File: config.mk
export PLATFORM = sky130hd
export DESIGN_NAME = iir_inverse
export DESIGN_NICKNAME = d
export VERILOG_FILES = /design/src/rtl/iir_inverse.sv
export SDC_FILE = /design/constraint.sdc
export NUM_CORES = 1
export LEC_CHECK = 0
export BUFFER_PORTS_ARGS = -buffer_cell sky130_fd_sc_hd__buf_2
export CAP_MARGIN = 5
export CORE_ASPECT_RATIO = 1.2
export CORE_UTILIZATION = 45
export DETAILED_ROUTE_END_ITERATION = 10
export SLEW_MARGIN = 10
export SYNTH_ARGS = -nofsm -noshare
export SYNTH_HDL_FRONTEND = slang
export SYNTH_SLANG_ARGS = --single-unit
File: constraint.sdc
create_clock -name clk -period 4.1 [get_ports clk]
set_input_delay 0.41 -clock clk [delete_from_list [all_inputs] [get_ports clk]]
set_output_delay 0.41 -clock clk [all_outputs]
set_load 0.01 [all_outputs]
File: src/rtl/iir_inverse.sv
`timescale 1ns/1ps
// ---------------------------------------------------------------------------
// iir_inverse
//   Undoes the first-order smoothing filter y(n) = 0.75x(n) + 0.25y(n-1).
//   It recovers x(n) = (4y(n) - y(n-1)) / 3 one sample at a time and uses a
//   bit-serial restoring divide-by-3.
//   The result is saturated to [0, 2^DW-1]. o_clip flags a clamped result.
//
//   Optional build macro: ROUND_EN
//     defined   : the dividend is num+1 when num >= 0 (round to nearest)
//     undefined : the dividend is num (floor)
//
// Ports
//   clk      in   1    clock, rising edge
//   rst      in   1    asynchronous active-high reset
//   i_valid  in   1    upstream sample valid
//   o_ready  out  1    sample can be accepted (IDLE only)
//   i_data   in   DW   filtered sample y(n), unsigned
//   o_valid  out  1    recovered sample valid
//   i_ready  in   1    downstream accepts o_data
//   o_data   out  DW   recovered sample x(n), unsigned, saturated
//   o_clip   out  1    o_data was clamped to 0 or 2^DW-1
//
// State table
//   state | meaning
//   IDLE  | waiting for an upstream sample, o_ready=1
//   CALC  | form num = 4y - y_prev, load the dividend, update y_prev
//   DIV   | DW+2 restoring divide-by-3 steps, MSB first
//   OUT   | hold the result until downstream takes it
// ---------------------------------------------------------------------------
module iir_inverse #(
  parameter int DW = 8
) (
  input  logic          clk,
  input  logic          rst,
  input  logic          i_valid,
  output logic          o_ready,
  input  logic [DW-1:0] i_data,
  output logic          o_valid,
  input  logic          i_ready,
  output logic [DW-1:0] o_data,
  output logic          o_clip
);

  localparam int QW = DW + 2;
  localparam int CW = $clog2(QW);
  localparam logic [CW-1:0] CNT_LOAD = CW'(QW - 1);

  typedef enum logic [1:0] {
    IDLE = 2'd0,
    CALC = 2'd1,
    DIV  = 2'd2,
    OUT  = 2'd3
  } state_t;

  state_t state, state_nxt;

  logic [DW-1:0] y_reg;
  logic [DW-1:0] y_prev;
  logic [QW-1:0] dividend;
  logic [QW-1:0] quot;
  logic [1:0]    rem;
  logic [CW-1:0] cnt;
  logic          clip_lo;

  logic signed [DW+2:0] num;
  logic                 num_neg;
  logic [QW-1:0]        dividend_ld;
  logic [2:0]           r3;
  logic                 q_bit;
  logic [1:0]           rem_nxt;
  logic [QW-1:0]        q_nxt;
  logic                 div_last;

  // ---------------- state register ----------------
  always_ff @(posedge clk or posedge rst) begin
    if (rst) state <= IDLE;
    else     state <= state_nxt;
  end

  // ---------------- next-state logic ----------------
  always_comb begin
    state_nxt = state;
    case (state)
      IDLE: if (i_valid) state_nxt = CALC;
      CALC: state_nxt = DIV;
      DIV:  if (div_last) state_nxt = OUT;
      OUT:  if (i_ready) state_nxt = IDLE;
      default: state_nxt = IDLE;
    endcase
  end

  // ---------------- output logic ----------------
  // The handshake uses only the state. o_ready stays low through the
  // OUT->IDLE cycle, so a new sample cannot be accepted on the same edge
  // that the result is taken.
  always_comb begin
    o_ready = 1'b0;
    o_valid = 1'b0;
    case (state)
      IDLE: o_ready = 1'b1;
      OUT:  o_valid = 1'b1;
      default: ;
    endcase
  end

  // ---------------- numerator ----------------
  // 4*y occupies DW+2 bits. One more bit is the sign of the difference.
  always_comb begin
    num         = signed'({1'b0, y_reg, 2'b00}) - signed'({3'b000, y_prev});
    num_neg     = num[DW+2];
`ifdef ROUND_EN
    // The maximum value is 4*(2^DW-1)+1. It still fits in DW+2 bits.
    dividend_ld = num[QW-1:0] + {{(QW-1){1'b0}}, 1'b1};
`else
    dividend_ld = num[QW-1:0];
`endif
    if (num_neg) dividend_ld = '0;
  end

  // ---------------- one restoring divide step ----------------
  // The remainder is always < 3, so the partial value r3 is at most 5.
  always_comb begin
    r3    = {rem, dividend[QW-1]};
    q_bit = (r3 >= 3'd3);
    case (r3)
      3'd3:    rem_nxt = 2'd0;
      3'd4:    rem_nxt = 2'd1;
      3'd5:    rem_nxt = 2'd2;
      default: rem_nxt = r3[1:0];
    endcase
    q_nxt    = {quot[QW-2:0], q_bit};
    div_last = (cnt == '0);
  end

  // ---------------- datapath registers ----------------
  always_ff @(posedge clk or posedge rst) begin
    if (rst) begin
      y_reg    <= '0;
      y_prev   <= '0;
      dividend <= '0;
      quot     <= '0;
      rem      <= '0;
      cnt      <= '0;
      clip_lo  <= 1'b0;
      o_data   <= '0;
      o_clip   <= 1'b0;
    end else begin
      case (state)
        IDLE: begin
          if (i_valid) y_reg <= i_data;
        end
        CALC: begin
          y_prev   <= y_reg;
          dividend <= dividend_ld;
          clip_lo  <= num_neg;
          quot     <= '0;
          rem      <= '0;
          cnt      <= CNT_LOAD;
        end
        DIV: begin
          dividend <= {dividend[QW-2:0], 1'b0};
          quot     <= q_nxt;
          rem      <= rem_nxt;
          cnt      <= cnt - 1'b1;
          if (div_last) begin
            // Use the quotient with the final bit included, so the result
            // appears on the same edge as the last divide step.
            if (q_nxt[QW-1:DW] != 2'b00) begin
              o_data <= '1;
              o_clip <= 1'b1;
            end else begin
              o_data <= q_nxt[DW-1:0];
              o_clip <= clip_lo;
            end
          end
        end
        default: ;
      endcase
    end
  end

endmodule

==> results_dict.tcl, run 1 <==
set metrics [dict create \
    status "finished with violations" \
    violations "design-rule violations" \
    grt_start_max_net_pins 54 \
    synth_ff_type "dfrtp_1" \
    critPathKind "reg -> reg" \
    insertion_delay_ps 310 \
    cts_resized 0 \
    tightest_slew_ps 832 \
    cts_tree "done" \
    route.detailed.drc 2 \
    cts_hold_buffers 0 \
    drtPass1Iterations 7 \
    fill_cells 487 \
    fin_cells 345 \
    core.rowCount 29 \
    finClkSkew_ps 10.6 \
    via_count 1871 \
    synth_enable_flop_cells 0 \
    die_w_um 71.2 \
    wl_per_cell_um 13.5 \
    io_pins 23 \
    antenna_found_initial 0 \
    synth_top_area_share_pct 51.2 \
    placedCellCount 337 \
    die-area_um2 6060 \
    final_hold_viol_count 0 \
    regMostFlops "dividend" \
    post-route-util_pct 53.3 \
    start_kind "register" \
    root_buffer "clkbuf_8" \
    startpoint "state[0]" \
    clockBufferDepth 2 \
    ant_nets 0 \
    slew_viol_final 0 \
    synthTopCellsByArea "dfrtp_1, ha_1, inv_1" \
    avgViaCountPerCell 5.42 \
    p_per_area_nw_per_um2 921 \
    hold_path_class "in -> async" \
    grt_usage_pct 17.5 \
    synth-seq-cells 53 \
    setup_viol 0 \
    switching_share_pct 40.8 \
    post_cts_buffers 0 \
    yosys_warnings 0 \
    p_leak_nw 1.32 \
    seqPwrFrac_pct 32.4 \
    r2r_cells 5 \
    numClockSinks 53 \
    finalSetupTns_ps 0 \
    r2r_slack_ps 1970 \
    start_util_pct 47.9 \
    relSlewSlack_pct 44.5 \
    clkPwrFrac_pct 15.8 \
    cp.required_ps 4260 \
    yosysMostFrequentCell "dfrtp_1" \
    async_flop_share_pct 100 \
    drtIter0Drc 123 \
    cts_buffers 5 \
    reg_top3 "dividend x10, quot x9" \
    fmax_mhz 469 \
    endpoint_kind "register" \
    r2r-end "o_data[1]" \
    hold_ws_ps 257 \
    combPwrFrac_pct 51.8 \
    synth_area_leader_cell "dfrtp_1" \
    die_h_um 85.1 \
    avgSynthCellArea_um2 9.88 \
    path_max_fanout 18 \
    intPower_mw 1.57 \
    synth_nets 287 \
    yosysUniqueCellTypes 41 \
    area_growth_pct 11.4 \
    cp-endpoint "o_data[1]" \
    power.switching_mw 1.08 \
    nets 307 \
    drive_above_1_share_pct 16.3 \
    core_area_um2 5410 \
    overflow 0 \
    htree_levels 2 \
    postSynthCellCount 262 \
    total_power_mw 2.66 \
    critPathArrivalTime_ps 2290 \
    diodes 0 \
    timing.rr.start "state[0]" \
    largest_reg_flops 10 \
    rsz0062_at_grt "false" \
    yosysSeqAreaShare_pct 51.2 \
    routed_wl_mm 4.65 \
    ir_worst_vdd_v 0.000491 \
    gp_congestion 0.752 \
    final.period_utilization_pct 52.0 \
    period_needed_ps 2130 \
    port_buffers 22 \
    place_hpwl_mm 3.34 \
    synthTopCellsByCount "dfrtp_1, inv_1, nor2_1" \
    grt_pass1_vias 1899 \
    clk_pin_slew_ps 100 \
    syn-cell-area_um2 2590 \
    cap_violations 0 \
    grt_pass1_wl_mm 8.43 \
]
final cells by class:
| cell class | count | area (µm²) | share of cell area, % |
|---|---|---|---|
| clock buffers | 5 | 68.8 | 2.39 |
| clock inverters | 3 | 68.8 | 2.39 |
| inverters | 30 | 113 | 3.90 |
| multi-input cells | 168 | 1100 | 38.3 |
| flip-flops and latches | 53 | 1330 | 46.0 |
| well taps | 62 | 77.6 | 2.69 |
| repair buffers | 24 | 125 | 4.34 |
worst min-delay path by stage:
stage	from	to	slack (ps)	cells past startpoint
final	rst	o_clip	260	3
after global routing	rst	o_clip	310	3
after CTS	rst	o_clip	280	3
after detailed placement	cnt[3]	cnt[3]	480	1
after global placement	cnt[3]	cnt[3]	470	1
after floorplan	cnt[3]	cnt[3]	450	1
stage by stage:
step	area (µm²)	setup WS [ps]
2_1_floorplan	2590	2270
3_3_place_gp	2750	1970
3_5_place_dp	2750	1950
4_1_cts	2880	1950
5_1_grt	2880	1610
6_report	2880	1970
cells in the final DEF (no fill, tap or decap), types with 3 or more instances in the layout:
| master | instances |
|---|---|
| a211oi_1 | 3 |
| a21oi_1 | 12 |
| a22oi_1 | 5 |
| a31oi_1 | 10 |
| buf_2 | 22 |
| clkbuf_8 | 5 |
| dfrtp_1 | 53 |
| ha_1 | 13 |
| inv_1 | 29 |
| mux2_2 | 9 |
| nand2_1 | 16 |
| nand3_1 | 7 |
| nor2_1 | 21 |
| nor3_1 | 5 |
| o21a_1 | 3 |
| o21ai_0 | 18 |
| o22ai_1 | 12 |
| xnor2_1 | 3 |
| xor2_1 | 3 |
power by group through the flow:
stage | registers, mW | logic (mW) | clock network [mW]
final | 0.860 | 1.38 | 0.420
after global routing | 0.890 | 1.59 | 0.449
after CTS | 0.862 | 1.39 | 0.434
after detailed placement | 0.874 | 1.38 | 0
after global placement | 0.868 | 1.37 | 0
after floorplan | 0.865 | 1.09 | 0
cells by family after synthesis:
| kind of cell | after synthesis | synth area share (%) |
|---|---|---|
| AO/OA/AOI/OAI | 77 | 19.1 |
| AND/OR/NAND/NOR | 63 | 11.4 |
| flip-flops | 53 | 51.2 |
| buffers and inverters | 41 | 6.09 |
| adder cells (fa/ha/maj) | 13 | 6.28 |
| multiplexers | 9 | 3.92 |
| XOR/XNOR | 6 | 2.03 |
worst max-delay path: stages (launching register included):
cell and delay [ps]:
dfrtp_1 410, inv_1 100, ha_1 550, inv_1 210
nor2_2 560, a31oi_1 160
layer usage:
metal / wire [µm] / GRT usage [%] / share of wire (%) / up-vias
li1: - / - / - / 962
met1: 2150 / 21.4 / 46 / 881
met2: 2330 / 31.0 / 50 / 21
met3: 105 / 3.56 / 2.3 / 7
met4: 68 / 5.45 / 1.5 / 0
met5: 0 / 0 / 0 / -
Note: power is estimated with default switching activity, not from simulation.
==> run 2: changes to the inputs <==
==> constraint.sdc (replaced) <==
create_clock -name clk -period 2.1 [get_ports clk]
set_input_delay 0.21 -clock clk [delete_from_list [all_inputs] [get_ports clk]]
set_output_delay 0.21 -clock clk [all_outputs]
set_load 0.01 [all_outputs]
==> results_dict.tcl, run 2 (same netlist as run 1, synthesis figures left out) <==
set metrics [dict create \
    clkPwrFrac_pct 11.6 \
    intPower_mw 2.91 \
    area_growth_pct 12.2 \
    relSlewSlack_pct 58.9 \
    seqPwrFrac_pct 33.2 \
    die_h_um 85.1 \
    antenna_found_initial 0 \
    start_kind "register" \
    cts_tree "done" \
    post_cts_buffers 0 \
    drtIter0Drc 94 \
    cp.required_ps 2300 \
    drive_above_1_share_pct 18.3 \
    ir_worst_vdd_v 0.00101 \
    start_util_pct 47.9 \
    violations "design-rule violations" \
    die-area_um2 6060 \
    fmax_mhz 532 \
    p_leak_nw 1.33 \
    layout_commonest_cell "dfrtp_1" \
    overflow 0 \
    finClkSkew_ps 9.95 \
    routed_wl_mm 4.64 \
    route.detailed.drc 2 \
    finalSetupTns_ps 0 \
    grt_start_max_net_pins 29 \
    worst_path_max_delay_cell "dfrtp_1" \
    critPathArrivalTime_ps 2080 \
    final_hold_viol_count 0 \
    largest_reg_flops 10 \
    insertion_delay_ps 310 \
    core_area_um2 5410 \
    ant_nets 0 \
    final.period_utilization_pct 89.6 \
    rsz0062_at_grt "false" \
    via_count 1870 \
    wl_per_cell_um 13.2 \
    numClockSinks 53 \
    path_delay_family "compound AO/OA/AOI/OAI gates" \
    grt_pass1_vias 1943 \
    htree_levels 2 \
    cts_buffers 5 \
    tightest_slew_ps 616 \
    diodes 0 \
    gp_congestion 0.789 \
    avgViaCountPerCell 5.33 \
    max_stage_delay_ps 410 \
    grt_usage_pct 17.9 \
    core.rowCount 29 \
    combPwrFrac_pct 55.2 \
    period_needed_ps 1880 \
    place_hpwl_mm 3.46 \
    reg_top3 "dividend x10, quot x9" \
    switching_share_pct 42.2 \
    clockBufferDepth 2 \
    regMostFlops "dividend" \
    critPathKind "reg -> reg" \
    nets 313 \
    post-route-util_pct 53.7 \
    io_pins 23 \
    port_buffers 22 \
    root_buffer "clkbuf_8" \
    p_per_area_nw_per_um2 1730 \
    clk_pin_slew_ps 100 \
    power.switching_mw 2.13 \
    status "finished with violations" \
    hold_path_class "in -> reg" \
    path_max_fanout 8 \
    drtPass1Iterations 7 \
    setup_viol 0 \
    cp_num_buf_inv 1 \
    die_w_um 71.2 \
    path_cells "ha_1 > buf_4 > nand3_1 > a21oi_2 > o31a_2 > a32oi_1 > a21oi_1" \
    cap_violations 0 \
    endpoint_kind "register" \
    layout_common_cells "dfrtp_1, inv_1, buf_2" \
    slew_viol_final 0 \
    grt_pass1_wl_mm 8.58 \
]
run 2: path summary, 6_finish.rpt:
check / startpoint / to / slack (ps) / cells after the start
min in group asynchronous: rst / dividend[7] / 520 / 3
max in group asynchronous: rst / rem[1] / 1040 / 4
hold reg to reg: cnt[3] / cnt[3] / 490 / 1
setup reg to reg: y_reg[1] / dividend[7] / 220 / 7
setup / recovery: y_reg[1] / dividend[7] / 220 / 7
hold / removal: i_data[2] / y_reg[2] / 130 / 2
run 2: layout make-up:
type / count / area [µm²]
clock inverter: 3 / 25.0
inverter: 30 / 113
multi-input combinational: 168 / 1110
fill: 502 / 2500
sequential: 53 / 1330
clock buffer: 5 / 68.8
timing repair buffer: 30 / 185
tap: 62 / 77.6
run 2: worst reg2reg max path: cells and delay by family (launching register included):
kind,cells,cell delay (ps)
fa+ha+maj,1,320
simple gates,1,110
flops,1,410
compound gates,4,770
buf+inv,1,160
run 2: timing repair:
action                     CTS  global route
hold buffers                 1             0
gates resized for setup      0             3
setup endpoints to repair    0             3
hold endpoints to repair    27             0
run 2: metal layers:
metal | up-vias | track usage (%) | wire length (µm)
met5 | - | 0 | 0
met2 | 19 | 31.9 | 2360
met1 | 880 | 21.5 | 2140
li1 | 967 | - | -
met4 | 0 | 5.27 | 40
met3 | 4 | 4.04 | 105
run 2: power by group through the flow:
| stage | registers (mW) | clock network (mW) | logic (mW) |
|---|---|---|---|
| after global placement | 1.69 | 0 | 2.76 |
| after detailed placement | 1.70 | 0 | 2.77 |
| after CTS | 1.68 | 0.613 | 2.79 |
| final | 1.68 | 0.584 | 2.78 |
| after global routing | 1.74 | 0.660 | 3.21 |
| after floorplan | 1.69 | 0 | 2.13 |
run 2: through the flow:
stage	std cells	hold slack, ps	power [mW]	instance area (µm²)	worst slack (ps)
5_1_grt	351	112	5.61	2910	20.2
3_5_place_dp	342	323	4.47	2800	197
6_report	351	129	5.04	2910	219
3_3_place_gp	342	320	4.45	2800	230
2_1_floorplan	262	361	3.82	2590	274
4_1_cts	351	114	5.08	2900	172
==> run 3: changes to the inputs <==
--- a/config.mk
+++ b/config.mk
@@ -10,6 +10,7 @@
 export CORE_ASPECT_RATIO = 1.2
 export CORE_UTILIZATION = 45
 export DETAILED_ROUTE_END_ITERATION = 10
+export REMOVE_ABC_BUFFERS = 1
 export SLEW_MARGIN = 10
 export SYNTH_ARGS = -nofsm -noshare
 export SYNTH_HDL_FRONTEND = slang
==> results_dict.tcl, run 3 (same netlist as run 1, synthesis figures left out) <==
set metrics [dict create \
    status "finished with violations" \
    violations "design-rule violations" \
    place_area_um2 2800 \
    fill_cells 513 \
    max_stage_delay_ps 450 \
    cap_violations 0 \
    timing.rr.start "y_reg[4]" \
    post_cts_buffers 0 \
    routed_wl_mm 4.76 \
    reg_top3 "dividend x10, quot x9" \
    antenna_found_initial 0 \
    critPathArrivalTime_ps 2180 \
    grt_pass1_wl_mm 8.63 \
    relSlewSlack_pct 65.6 \
    r2r_slack_ps 150 \
    cp_num_buf_inv 0 \
    start_util_pct 47.9 \
    total_power_mw 5.05 \
    setup_viol 0 \
    clockBufferDepth 2 \
    port_buffers 22 \
    htree_levels 2 \
    rsz0062_at_grt "false" \
    ir_worst_vdd_v 0.000923 \
    path_max_fanout 10 \
    regMostFlops "dividend" \
    r2r_cells 6 \
    drive_above_1_share_pct 18.0 \
    hold_start "i_data[3]" \
    final_hold_viol_count 0 \
    cp.required_ps 2340 \
    met3_length_um 92 \
    period_needed_ps 1950 \
    core_area_um2 5410 \
    cp-endpoint "dividend[4]" \
    cts_tree "done" \
    p_per_area_nw_per_um2 1740 \
    start_kind "register" \
    cts_buffers 5 \
    layout_commonest_cell "dfrtp_1" \
    diodes 0 \
    cp.depth 6 \
    fin_area_um2 2900 \
    critPathKind "reg -> reg" \
    die_h_um 85.1 \
    wl_met2_mm 2.51 \
    route.detailed.drc 1 \
    path_delay_family "compound AO/OA/AOI/OAI gates" \
    pre_cts_ws_ps 184 \
    layout_common_cells "dfrtp_1, inv_1, buf_2" \
    die_w_um 71.2 \
    io_pins 23 \
    finalSetupTns_ps 0 \
    place_hpwl_mm 3.48 \
    wl_per_cell_um 13.6 \
    slew_viol_final 0 \
    startpoint "y_reg[4]" \
    routed.top_layer "met4" \
    numClockSinks 53 \
    grt_pass1_vias 1923 \
    endpoint_kind "register" \
    grt_start_max_net_pins 33 \
    grt_usage_pct 17.8 \
    fmax_mhz 514 \
    nets 313 \
    path_cells "ha_1 > nand4_1 > a21oi_2 > nor3_1 > o41a_1 > a21oi_1" \
    drt-met1-wl_mm 2.10 \
    via_count 1892 \
    area_growth_pct 12.1 \
    finClkSkew_ps 14.4 \
    drtPass1Iterations 9 \
    drtIter0Drc 56 \
    worst_path_max_delay_cell "ha_1" \
    clk_pin_slew_ps 100 \
    largest_reg_flops 10 \
    tightest_slew_ps 514 \
    hold_path_class "in -> reg" \
    ant_nets 0 \
    p_leak_nw 1.33 \
    setup_ws_ps 154 \
    gp_congestion 0.780 \
    insertion_delay_ps 310 \
    overflow 0 \
    die-area_um2 6060 \
    root_buffer "clkbuf_8" \
    core.rowCount 29 \
    avgViaCountPerCell 5.39 \
    r2r-end "dividend[4]" \
    final.period_utilization_pct 92.6 \
]
==> run 3: worst min path at each step <==
stage | endpoint | cells past startpoint | slack, ps
global route | y_reg[4] | 2 | 120
global placement | o_clip | 2 | 260
detailed placement | o_clip | 2 | 260
floorplan | y_reg[0] | 1 | 360
CTS | y_reg[3] | 2 | 120
finish | y_reg[3] | 2 | 130
==> run 3: per-stage QoR <==
stage,cells,hold WS (ps),util (%)
after floorplan,251,361,-
after global placement,342,265,51.7
after detailed placement,342,259,51.7
after CTS,351,116,53.6
after global routing,351,118,53.7
final,351,127,53.7
==> run 3: where the power goes <==
group | internal (mW) | total [mW] | switching (mW)
sequential | 1.44 | 1.67 | 0.238
clock | 0.241 | 0.591 | 0.350
combinational | 1.22 | 2.79 | 1.57
total | 2.90 | 5.05 | 2.15
==> run 3: cell type report <==
cell class              count  area, µm²  share of cell area, %
multi-input cells         168       1110                   38.1
flip-flops and latches     53       1330                   45.7
well taps                  62       77.6                   2.67
clock buffers               5       68.8                   2.37
clock inverters             3       25.0                  0.862
inverters                  30        113                   3.88
repair buffers             30        185                   6.38
==> run 3: layer usage <==
layer,GRT usage [%],up-vias
met5,0,-
met4,4.36,0
met3,3.56,5
met2,32.6,19
met1,21.3,899
li1,-,969
==> run 3: repair_timing <==
action / CTS / global route
hold buffers: 1 / 0
endpoints found under the setup margin: 0 / 1
hold endpoints to repair: 21 / 0
resized for setup: 0 / 1
